### config.mk
export PLATFORM = sky130hd
export DESIGN_NAME = rx_char_buffer
export DESIGN_NICKNAME = d
export VERILOG_FILES = /design/src/rtl/spw_rx_pkg.sv /design/src/rtl/spw_rx_fifo.sv /design/src/rtl/rx_char_buffer.sv
export SDC_FILE = /design/constraint.sdc
export NUM_CORES = 1
export LEC_CHECK = 0
export CORE_MARGIN = 3
export CORE_UTILIZATION = 30
export CTS_BUF_LIST = sky130_fd_sc_hd__clkbuf_2 sky130_fd_sc_hd__clkbuf_4 sky130_fd_sc_hd__clkbuf_8
export CTS_CLUSTER_SIZE = 24
export DETAILED_ROUTE_END_ITERATION = 6
export HOLD_SLACK_MARGIN = 0.1
export PLACE_DENSITY = 0.51
export REMOVE_ABC_BUFFERS = 1
export SYNTH_ARGS = -nofsm -noshare
export SYNTH_HDL_FRONTEND = slang
export SYNTH_SLANG_ARGS = --single-unit
### constraint.sdc
create_clock -name posedge_clk -period 5.75 [get_ports posedge_clk]
set_input_delay 1.4375 -clock posedge_clk [delete_from_list [all_inputs] [get_ports posedge_clk]]
set_output_delay 1.4375 -clock posedge_clk [all_outputs]
set_load 0.01 [all_outputs]
### src/rtl/spw_rx_pkg.sv
// Shared constants and the FSM state type for the SpaceWire receive character buffer.
package spw_rx_pkg;

    // Control codes carried in char_code[1:0] when char_is_ctrl is set
    localparam logic [1:0] CtrlFct = 2'd0;
    localparam logic [1:0] CtrlEop = 2'd1;
    localparam logic [1:0] CtrlEep = 2'd2;
    localparam logic [1:0] CtrlEsc = 2'd3;

    // 9-bit FIFO entries for packet markers; data bytes are {1'b0, byte}
    localparam logic [8:0] FlagEop = 9'h100;
    localparam logic [8:0] FlagEep = 9'h101;

    typedef enum logic [1:0] {
        StIdle,
        StEscPend,
        StError
    } rx_state_e;

endpackage

### src/rtl/spw_rx_fifo.sv
// First-word-fall-through FIFO with occupancy output; simultaneous read and write
// are both honoured, including when full.
module spw_rx_fifo #(
    parameter int unsigned DEPTH = 8,
    parameter int unsigned WIDTH = 9,
    localparam int unsigned AW   = $clog2(DEPTH)
) (
    input  logic             i_clk,
    input  logic             i_rst_n,
    input  logic             i_wr_en,
    input  logic [WIDTH-1:0] i_wr_data,
    input  logic             i_rd_en,
    output logic [WIDTH-1:0] o_rd_data,
    output logic             o_empty,
    output logic             o_full,
    output logic [AW:0]      o_level
);

    localparam logic [AW:0] LvlFull = (AW + 1)'(DEPTH);

    logic [WIDTH-1:0] r_mem [DEPTH];
    logic [AW-1:0]    r_wr_ptr;
    logic [AW-1:0]    r_rd_ptr;
    logic [AW:0]      r_level;
    logic             w_empty;
    logic             w_full;
    logic             w_do_rd;
    logic             w_do_wr;

    assign w_empty = (r_level == '0);
    assign w_full  = (r_level == LvlFull);
    assign w_do_rd = i_rd_en && !w_empty;
    // A pop in the same cycle frees the slot the write needs
    assign w_do_wr = i_wr_en && (!w_full || w_do_rd);

    // Storage array; no reset needed since the head output is gated by empty
    always_ff @(posedge i_clk) begin
        if (w_do_wr) begin
            r_mem[r_wr_ptr] <= i_wr_data;
        end
    end

    // Pointers wrap naturally because DEPTH is a power of two
    always_ff @(posedge i_clk) begin
        if (!i_rst_n) begin
            r_wr_ptr <= '0;
            r_rd_ptr <= '0;
            r_level  <= '0;
        end else begin
            if (w_do_wr) r_wr_ptr <= r_wr_ptr + 1'b1;
            if (w_do_rd) r_rd_ptr <= r_rd_ptr + 1'b1;
            case ({w_do_wr, w_do_rd})
                2'b10:   r_level <= r_level + 1'b1;
                2'b01:   r_level <= r_level - 1'b1;
                default: r_level <= r_level;
            endcase
        end
    end

    assign o_rd_data = w_empty ? '0 : r_mem[r_rd_ptr];
    assign o_empty   = w_empty;
    assign o_full    = w_full;
    assign o_level   = r_level;

endmodule

### src/rtl/rx_char_buffer.sv
// Receive character buffer: decodes ESC sequences, buffers data/EOP/EEP in a FIFO,
// extracts time-codes and FCTs, and tracks sticky parity/escape/overflow errors.
module rx_char_buffer
    import spw_rx_pkg::*;
#(
    parameter int unsigned DEPTH     = 8,
    parameter bit          TC_ENABLE = 1'b1
) (
    input  logic                     posedge_clk,
    input  logic                     rx_resetn,
    input  logic                     char_valid,
    input  logic                     char_is_ctrl,
    input  logic [7:0]               char_code,
    input  logic                     parity_ok,
    input  logic                     rd_en,
    input  logic                     err_clr,
    output logic [8:0]               rx_data_flag,
    output logic                     rx_data_valid,
    output logic [$clog2(DEPTH):0]   fifo_level,
    output logic [7:0]               timecode,
    output logic                     timecode_valid,
    output logic                     rx_got_fct,
    output logic                     rx_error_par,
    output logic                     rx_error_esc,
    output logic                     rx_overflow
);

    rx_state_e  r_state;
    rx_state_e  w_state_d;
    logic [7:0] r_timecode;
    logic       r_tc_valid;
    logic       r_got_fct;
    logic       r_err_par;
    logic       r_err_esc;
    logic       r_overflow;

    logic       w_wr_req;
    logic [8:0] w_wr_data;
    logic       w_tc_load;
    logic       w_fct;
    logic       w_set_par;
    logic       w_set_esc;
    logic       w_set_ovf;
    logic       w_fifo_empty;
    logic       w_fifo_full;
    logic       w_can_write;
    logic       w_fifo_wr;

    // Full FIFO still accepts a write when the consumer pops the same cycle
    assign w_can_write = !w_fifo_full || rd_en;
    assign w_fifo_wr   = w_wr_req && w_can_write;
    assign w_set_ovf   = w_wr_req && !w_can_write;

    // Next-state decode; an error entry writes EEP in the same cycle it is detected
    always_comb begin
        w_state_d = r_state;
        w_wr_req  = 1'b0;
        w_wr_data = '0;
        w_tc_load = 1'b0;
        w_fct     = 1'b0;
        w_set_par = 1'b0;
        w_set_esc = 1'b0;
        unique case (r_state)
            StIdle: begin
                if (char_valid) begin
                    if (!parity_ok) begin
                        w_set_par = 1'b1;
                        w_wr_req  = 1'b1;
                        w_wr_data = FlagEep;
                        w_state_d = StError;
                    end else if (!char_is_ctrl) begin
                        w_wr_req  = 1'b1;
                        w_wr_data = {1'b0, char_code};
                    end else begin
                        case (char_code[1:0])
                            CtrlFct: w_fct = 1'b1;
                            CtrlEop: begin
                                w_wr_req  = 1'b1;
                                w_wr_data = FlagEop;
                            end
                            CtrlEep: begin
                                w_wr_req  = 1'b1;
                                w_wr_data = FlagEep;
                            end
                            default: w_state_d = StEscPend;
                        endcase
                    end
                end
            end
            StEscPend: begin
                if (char_valid) begin
                    if (!parity_ok) begin
                        w_set_par = 1'b1;
                        w_wr_req  = 1'b1;
                        w_wr_data = FlagEep;
                        w_state_d = StError;
                    end else if (!char_is_ctrl && TC_ENABLE) begin
                        w_tc_load = 1'b1;
                        w_state_d = StIdle;
                    end else if (char_is_ctrl && char_code[1:0] == CtrlFct) begin
                        // ESC+FCT is a NULL: silently dropped
                        w_state_d = StIdle;
                    end else begin
                        w_set_esc = 1'b1;
                        w_wr_req  = 1'b1;
                        w_wr_data = FlagEep;
                        w_state_d = StError;
                    end
                end
            end
            StError: begin
                if (err_clr) w_state_d = StIdle;
            end
            default: w_state_d = StIdle;
        endcase
    end

    // State, pulses, time-code and sticky errors; a new error beats a same-cycle clear
    always_ff @(posedge posedge_clk) begin
        if (!rx_resetn) begin
            r_state    <= StIdle;
            r_timecode <= '0;
            r_tc_valid <= 1'b0;
            r_got_fct  <= 1'b0;
            r_err_par  <= 1'b0;
            r_err_esc  <= 1'b0;
            r_overflow <= 1'b0;
        end else begin
            r_state    <= w_state_d;
            r_tc_valid <= w_tc_load;
            r_got_fct  <= w_fct;
            if (w_tc_load) r_timecode <= char_code;
            r_err_par  <= w_set_par | (r_err_par & ~err_clr);
            r_err_esc  <= w_set_esc | (r_err_esc & ~err_clr);
            r_overflow <= w_set_ovf | (r_overflow & ~err_clr);
        end
    end

    spw_rx_fifo #(
        .DEPTH (DEPTH),
        .WIDTH (9)
    ) u_fifo (
        .i_clk     (posedge_clk),
        .i_rst_n   (rx_resetn),
        .i_wr_en   (w_fifo_wr),
        .i_wr_data (w_wr_data),
        .i_rd_en   (rd_en),
        .o_rd_data (rx_data_flag),
        .o_empty   (w_fifo_empty),
        .o_full    (w_fifo_full),
        .o_level   (fifo_level)
    );

    assign rx_data_valid  = !w_fifo_empty;
    assign timecode       = r_timecode;
    assign timecode_valid = r_tc_valid;
    assign rx_got_fct     = r_got_fct;
    assign rx_error_par   = r_err_par;
    assign rx_error_esc   = r_err_esc;
    assign rx_overflow    = r_overflow;

endmodule

==> results.md <==
* Post-Route WL at 8640 µm
* Synth area leader: edfxtp_1
* PortBufs at 41
* Final hold viol count at 0
* Switching share of total power at 0.298
* Net Sw Power at 0.526 mW
* Crit-path slowest cell: dfxtp_1
* Critical path depth at 5
* Worst Hold Slack at 0.531 ns
* Post-cts gate resize count at 0
* # Post-CTS Setup Buffers at 0
* Total internal power at 1.24 mW
* Clock Power Share at 0.232
* CTS H-tree depth at 3
* Most frequent cells in the layout: edfxtp_1, clkdlybuf4s50_1, dfxtp_1
* Clk slew on worst S/H paths at 0.09 ns
* Global-route wire length before repair at 13,600 µm
* FFs w/ async S/R, synth at 0
* FMAX at 0.238 GHz
* Initial Utilization at 0.308
* Worst Skew at 0.0125 ns
* Synth top area share at 0.503
* CP arrival at 2.77 ns
* Period utilisation layout at 0.731
* Worst-case clock buffer depth at 2
* Synth area leaders: edfxtp_1, dfxtp_1, mux4_2
* RD Place Congestion at 0.789
* All-Layer GR Usage at 0.113
* Combinational power share at 0.274
* Initial detailed-routing violation count at 117
* R2R depth at 10
* Register area share after synthesis at 0.634
* HP Class: register to register
* Die Area at 15,800 µm²
* Hold depth at 2
* Ys flop type: edfxtp_1
* Placed insts at 495
* DP Wirelength at 5570 µm
* Power per cell area at 350 nW/µm²
* Post-synth EDFFs at 72
* CTS buffer count at 9
* Buffers and inverters on the worst path at 2
* Worst slew margin at 0.335
* Avg Vias per Cell at 4.66
* Die W at 126 µm
* TritonCTS clock tree: built
* First-pass detailed-route iteration total at 4
* DRC at 0
* Top Family by Delay on Critical Path: buffers and inverters
* Minimum clock period at 4.20 ns
* I/O pin count at 42
* Register bit total from synthesis at 100
* Antenna cells at 0
* Setup total negative slack at 0 ns
* Worst Path Required at 4.31 ns
* Area Growth Syn to Fin at 17.4%
* Root Buffer: clkbuf_8
* Nets at 349
* RSZ-0062 raised after global routing: no
* Mapped Cells at 286
* CTS Hold Bufs at 0
* GRT overflow at 0
* Antenna violations before repair at 0
* Peak VDD IR at 0.101 mV
* Cells along the critical path: buf_4, mux4_2, mux2i_1, nor2_1, clkdlybuf4s50_1
* Largest net degree at the start of global routing at 31
* Layout cell share with drive strength beyond 1 at 0.130
* Commonest non-fill, non-tap cell in the layout: edfxtp_1
* Clk sinks at 100
* Worst skew pair latency at 0.37 ns
* Via count at 2,383
* Max_cap viols at 0
* Worst setup SP type: register
* Number of global-route vias before repair at 2,386
* Max stage delay on crit path at 0.83 ns
* Post-route cell area at 5050 µm²
* Worst-margin pin slew at 0.995 ns
* Core Box Area at 13,900 µm²
* Wire per inst at 16.9 µm
* Row count at 43
* Slew Viols, Final at 0
* Status: finished clean
* WS Path Type: register to output port
* Fin cells at 511
* Crit-path max FO at 11
* Yosys warns at 0
* Final setup fails at 0
* Area post-placement at 4880 µm²
* Critical Path End Type: output port
* Detail Route Antenna Nets at 0
* Chip height at 126 µm
* Sequential power share at 0.494
* Distinct cells, synth at 48
* Mean Syn Cell Area at 15.0 µm²
* Synth Cell Area at 4300 µm²
* P_leak at 1.66 nW
[per-layer routing]
layer | share of wire | vias to the layer above | wire [µm] | track usage
met5 | 0 | - | 0 | 0
met4 | 0.013 | 0 | 109 | 0.0364
met3 | 0.039 | 8 | 334 | 0.0271
met2 | 0.46 | 56 | 4020 | 0.173
met1 | 0.48 | 1167 | 4180 | 0.159
li1 | - | 1152 | - | -
[worst register-to-register path, delay by kind of cell, from the launching register on]
kind,cells,cell delay (ns)
compound gates,2,0.30
simple gates,3,1.28
buf+inv,1,0.10
flops,1,0.43
xor+xnor,2,0.26
fa+ha+maj,2,0.45
[path summary, 6_finish.rpt]
check | from | slack [ns] | to
setup / recovery | register | 1.55 | rx_data_flag[5]
hold / removal | timecode[3]$_SDFFE_PN0P_ | 0.53 | timecode[3]$_SDFFE_PN0P_
setup reg to reg | u_fifo.o_level[1]$_SDFFE_PN0P_ | 2.88 | u_fifo.o_level[2]$_SDFFE_PN0P_
hold reg to reg | timecode[3]$_SDFFE_PN0P_ | 0.53 | timecode[3]$_SDFFE_PN0P_
[synth_stat cells, types with 2 or more instances]
| library cell | number |
|---|---|
| mux2i_1 | 24 |
| xor2_1 | 3 |
| and3_1 | 2 |
| and2_1 | 13 |
| buf_2 | 5 |
| xnor2_1 | 2 |
| and4b_1 | 3 |
| mux4_2 | 18 |
| edfxtp_1 | 72 |
| o21a_1 | 2 |
| a21oi_1 | 5 |
| buf_1 | 2 |
| dfxtp_1 | 28 |
| nand3b_1 | 3 |
| ha_1 | 8 |
| nor4_1 | 2 |
| inv_1 | 6 |
| buf_6 | 2 |
| clkbuf_1 | 5 |
| o22ai_1 | 4 |
| nor3_1 | 2 |
| o21ai_0 | 4 |
| nor2b_1 | 12 |
| nand2b_1 | 10 |
| nand2_1 | 12 |
| a211oi_1 | 3 |
| nor2_1 | 13 |
[layout make-up]
cell class / count / area, µm²
tap: 180 / 225
clock buffer: 10 / 131
clock inverter: 6 / 38.8
timing repair buffer: 45 / 440
sequential: 100 / 2720
fill: 1344 / 8890
multi-input combinational: 163 / 1460
inverter: 7 / 26.3
[power groups by stage]
| stage | sequential (mW) | clock [mW] | combinational, mW |
|---|---|---|---|
| final | 0.874 | 0.409 | 0.485 |
| after global routing | 0.885 | 0.453 | 0.538 |
| after CTS | 0.877 | 0.421 | 0.498 |
| after detailed placement | 0.893 | 0 | 0.496 |
| after global placement | 0.892 | 0 | 0.493 |
| after floorplan | 0.888 | 0 | 0.280 |
[metrics by stage]
stage	power, mW	utilization	setup slack [ns]
6_report	1.77	0.362	1.55
5_1_grt	1.88	0.362	1.26
4_1_cts	1.80	0.362	1.42
3_5_place_dp	1.39	0.350	1.24
3_3_place_gp	1.39	0.350	1.29
2_1_floorplan	1.17	-	1.58
[cell families (layout without fill, tap and decap cells)]
family | after synthesis | count (layout) | share of synthesized area
compound gates | 25 | 25 | 0.0393
xor+xnor | 5 | 5 | 0.0102
fa+ha+maj | 8 | 8 | 0.0233
buf+inv | 23 | 68 | 0.0262
flops | 100 | 100 | 0.634
mux | 42 | 42 | 0.150
simple gates | 83 | 83 | 0.117
[flip-flops by register name (all words and copies together) (netlist names), named ones only]
name             cells
rx_error_esc         1
rx_error_par         1
u_fifo.r_rd_ptr      3
u_fifo.r_wr_ptr      3
timecode             8
timecode_valid       1
u_fifo.o_level       4
r_state              2
rx_got_fct           1
rx_overflow          1
u_fifo.r_mem        72
No activity file was read; power rests on OpenSTA's default activity.
